$ cat src/rtl/vdp_color_mixer.sv
// VDP final pixel stage: background/sprite arbitration, CRAM lookup and the CPU CRAM write port.
// Build option: define VDP_GG_WINDOW_EN to clip the visible window to the Game Gear 160x144 LCD area.
module vdp_color_mixer #(
  parameter int H_ACTIVE = 256,
  parameter int V_ACTIVE = 192
) (
  input  logic       clk,
  input  logic       rst,
  input  logic [9:0] pixel_x,
  input  logic [9:0] pixel_y,
  input  logic [5:0] bg_color,
  input  logic       bg_priority,
  input  logic [3:0] spr_color,
  input  logic [3:0] backdrop_idx,
  input  logic       display_en,
  input  logic       cram_we,
  input  logic [5:0] cram_a,
  input  logic [7:0] cram_d,
  output logic [3:0] red,
  output logic [3:0] green,
  output logic [3:0] blue,
  output logic       pixel_active
);

  localparam logic [9:0] H_LIM = 10'(H_ACTIVE);
  localparam logic [9:0] V_LIM = 10'(V_ACTIVE);

  logic [11:0] cram [32];
  logic [7:0]  wr_latch;

  logic        wr_en_p0;
  logic [4:0]  wr_addr_p0;
  logic [11:0] wr_data_p0;

  logic [4:0]  sel_p0;
  logic        vld_p0;
  logic [11:0] rd_p1;
  logic        vld_p1;

  // Byte address bit 0 of the background color is always 0 and carries no information.
  logic unused_bits;
  assign unused_bits = bg_color[0];

  function automatic logic in_window(input logic [9:0] x, input logic [9:0] y);
    logic vis;
    vis = (x < H_LIM) && (y < V_LIM);
`ifdef VDP_GG_WINDOW_EN
    vis = vis && (x >= 10'd48) && (x <= 10'd207) && (y >= 10'd24) && (y <= 10'd167);
`endif
    return vis;
  endfunction

  function automatic logic [4:0] pick_entry(
    input logic       disp,
    input logic [3:0] backdrop,
    input logic [4:0] bg_entry,
    input logic       prio,
    input logic [3:0] spr
  );
    logic [4:0] e;
    if (!disp)
      e = {1'b1, backdrop};
    else if (prio && (bg_entry[3:0] != 4'd0))
      e = bg_entry;
    else if (spr != 4'd0)
      e = {1'b1, spr};
    else
      e = bg_entry;
    return e;
  endfunction

  // Stage p0: pixel selection and window test; CPU byte latch and odd-byte write capture.
  // The captured write commits on the same edge as this pixel's CRAM read, giving read-first.
  always_ff @(posedge clk) begin
    if (rst) begin
      sel_p0   <= 5'd0;
      vld_p0   <= 1'b0;
      wr_latch <= 8'd0;
      wr_en_p0 <= 1'b0;
    end else begin
      sel_p0   <= pick_entry(display_en, backdrop_idx, bg_color[5:1], bg_priority, spr_color);
      vld_p0   <= in_window(pixel_x, pixel_y);
      wr_en_p0 <= cram_we & cram_a[0];
      if (cram_we && !cram_a[0])
        wr_latch <= cram_d;
    end
  end

  always_ff @(posedge clk) begin
    wr_addr_p0 <= cram_a[5:1];
    wr_data_p0 <= {cram_d[3:0], wr_latch};
  end

  always_ff @(posedge clk) begin
    if (wr_en_p0)
      cram[wr_addr_p0] <= wr_data_p0;
  end

  // Stage p1: synchronous CRAM read.
  always_ff @(posedge clk) begin
    if (rst) begin
      rd_p1  <= 12'd0;
      vld_p1 <= 1'b0;
    end else begin
      rd_p1  <= cram[sel_p0];
      vld_p1 <= vld_p0;
    end
  end

  // Stage p2: registered RGB, blanked outside the visible window.
  always_ff @(posedge clk) begin
    if (rst || !vld_p1) begin
      red          <= 4'd0;
      green        <= 4'd0;
      blue         <= 4'd0;
      pixel_active <= 1'b0;
    end else begin
      red          <= rd_p1[3:0];
      green        <= rd_p1[7:4];
      blue         <= rd_p1[11:8];
      pixel_active <= 1'b1;
    end
  end

endmodule

$ cat config.mk
export PLATFORM = sky130hd
export DESIGN_NAME = vdp_color_mixer
export DESIGN_NICKNAME = d
export VERILOG_FILES = /design/src/rtl/vdp_color_mixer.sv
export SDC_FILE = /design/constraint.sdc
export NUM_CORES = 1
export LEC_CHECK = 0
export ABC_AREA = 1
export BUFFER_PORTS_ARGS = -buffer_cell sky130_fd_sc_hd__buf_2
export CORE_MARGIN = 4
export CORE_UTILIZATION = 25
export DETAILED_ROUTE_END_ITERATION = 6
export PLACE_DENSITY = 0.45
export SETUP_SLACK_MARGIN = 0.5
export SLEW_MARGIN = 20
export SYNTH_ARGS = -nofsm -noshare
export SYNTH_HDL_FRONTEND = slang
export SYNTH_SLANG_ARGS = --single-unit
$ cat constraint.sdc
create_clock -name clk -period 3.56 [get_ports clk]
set_clock_uncertainty 0.1 [all_clocks]
set_input_delay 0.178 -clock clk [delete_from_list [all_inputs] [get_ports clk]]
set_output_delay 0.178 -clock clk [all_outputs]
set_load 0.1 [all_outputs]
==> out/metrics.csv <==
metric;value;unit
timing.rr.start;sel_p0[0]$_SDFF_PP0_;
p_leak;7.615;nW
antenna_found_initial;2;
clk_path_buf_depth;3;
grt_max_degree;193;
cts-root-buf;clkbuf_16;
drt_pass1_iterations;5;
port_buffers;50;
dp_hpwl;25170;um
ant_nets;0;
grt_pass1_wl;68240;um
yosysWarnings;0;
end_kind;register;
synthCells;1499;
seq_area;0.01270;sq mm
track_usage;12.33;%
numCtsBuffers;47;
post-cts-setup-buffer-count;0;
rsz0062_at_grt;false;
multi_input_area;0.003973;sq mm
worstSkewPairLatency;590;ps
vias_per_cell;4.379;
cap_violations;0;
synth_cell_type_count;20;
routed_wirelength;45700;um
startpoint_type;register;
syn-num-nets;1552;
die_w;270.6;um
grt_use_met2;19.98;%
tns;0;ps
setup_viol;0;
status;finished clean;
crit_start;sel_p0[0]$_SDFF_PP0_;
period_share;64.86;%
overflow;0;
mostFrequentLayoutCells;478 x nand2_1, 384 x edfxtp_1, 272 x nand3_1, 140 x nor2_1, 60 x buf_4;
worstPathMaxFanout;192;
ios;66;
hold_viol_final;0;
synthesis.area;0.01724;sq mm
dieArea;0.07322;sq mm
ys_seq_area_share;73.63;%
slew_headroom;33.15;%
drc;0;
tightestPinTransition;1003;ps
layout.nets;1671;
required;3980;ps
worstSetupPathType;reg -> reg;
gr-max-usage-layer;met2;
die_y;270.6;um
start_util;25.18;%
cts_tree;yes;
vias;11120;
grt_util_met1;16.77;%
worstPathArrival;2730;ps
hold_path_class;in -> reg;
synthToLayoutAreaGrowth;19.10;%
power_density;548.5;mW/mm^2
use_met3;1.978;%
finalInstanceArea;0.02053;sq mm
htree_levels;2;
globalplace.congestion;0.7671;
placed_cell_area;0.01865;sq mm
grt_pass1_vias;10860;
core.rowCount;96;
final_common_cell;nand2_1;
worstHoldStart;cram_a[1];
timing.fmax;433.1;MHz
ys_ff_latch;442;
postLayoutCoreUtil;29.99;%
filler_cell_count;6958;
drive_above_1_share;11.35;%
wl_per_cell;18.00;um
syn_avg_cell_area;11.50;sq um
peakVddDrop;0.0002766;V
core;0.06847;sq mm
finalMaxSlewViolations;0;
clock_sinks;442;
drt_iter0_drc;795;
period_minus_slack;2309;ps
cts.clk_slew.worst_paths;60;ps
[cell families (layout without fill, tap and decap cells)]
kind of cell    count (synthesis)  in the layout  share of synthesized area [%]
compound gates                 55             55                          1.619
other cells                     0              1                              0
buf+inv                       110            267                          3.324
flops                         442            442                          73.63
simple gates                  892            892                          21.43
[final timing paths]
check / endpoint / slack, ps / depth (start not counted)
setup / recovery: rd_p1[8]$_SDFF_PP0_ / 1250 / 9
setup reg to reg: rd_p1[8]$_SDFF_PP0_ / 1250 / 9
hold reg to reg: wr_data_p0[2]$_DFF_P_ / 250 / 0
hold / removal: wr_addr_p0[0]$_DFF_P_ / 120 / 2
[what timing repair did]
item / CTS / global route
hold buffers: 39 / 0
gates resized for setup: 0 / 0
hold endpoints to repair: 25 / 0
[per-layer routing]
| metal | share of wire [%] | routed length (um) |
|---|---|---|
| met4 | 2.7 | 1239 |
| met1 | 46 | 20890 |
| met5 | 0 | 0 |
| met2 | 47 | 21300 |
| met3 | 5.0 | 2266 |
[stage by stage]
stage / power [mW] / instances / setup WS (ps) / hold slack, ps
finish: 11.26 / 2539 / 1251 / 119.2
global route: 11.72 / 2538 / 974.2 / 111.3
CTS: 11.41 / 2538 / 1294 / 78.21
detailed placement: 6.638 / 2412 / 1273 / 185.7
global placement: 6.632 / 2412 / 1286 / 192.3
floorplan: 6.326 / 1499 / 1940 / 105.7
[report_power, final]
group / total, mW / leakage [nW] / internal [mW] / switching [mW]
registers: 5.71 / 4.09 / 5.68 / 0.0241
clock network: 4.71 / 0.725 / 2.71 / 2.01
logic: 0.840 / 2.80 / 0.242 / 0.598
[worst max-delay path, cell delays in order (launching register included)]
cell and delay, ps:
dfxtp_4 380, buf_12 590, nand2_1 130, nand3_1 130, nand3_1 130, nand2_1 190, nand2_1 80, nand3_1 90
nand2_1 110, nor2_1 110
[synth_stat cells (all sizes together)]
cell type,n,area [sq um]
dfxtp,58,1161
a21oi,11,55.05
a211o,1,8.760
o21ai,43,215.2
clkinv,1,3.750
buf,65,401.6
nand3,272,1361
nor4,1,6.260
nor2,140,525.5
inv,27,103.9
or3,1,6.260
nand2,478,1794
clkbuf,17,63.81
edfxtp,384,11530
[area by class of cell]
type | count | area share [%]
antenna | 1 | 0.01219
clock buffer | 62 | 6.296
clock inverter | 25 | 0.9447
inverter | 28 | 0.5485
multi-input combinational | 947 | 19.35
sequential | 442 | 61.87
tap | 882 | 5.375
timing repair buffer | 152 | 5.607
[flip-flops by register name, summed over array words and instances, names as in the netlist]
name / flops
cram: 384
rd_p1: 12
wr_data_p0: 12
wr_latch: 8
sel_p0: 5
wr_addr_p0: 5
blue: 4
green: 4
red: 4
pixel_active: 1
vld_p0: 1
vld_p1: 1
wr_en_p0: 1
Note: power is estimated with default switching activity, not from simulation.
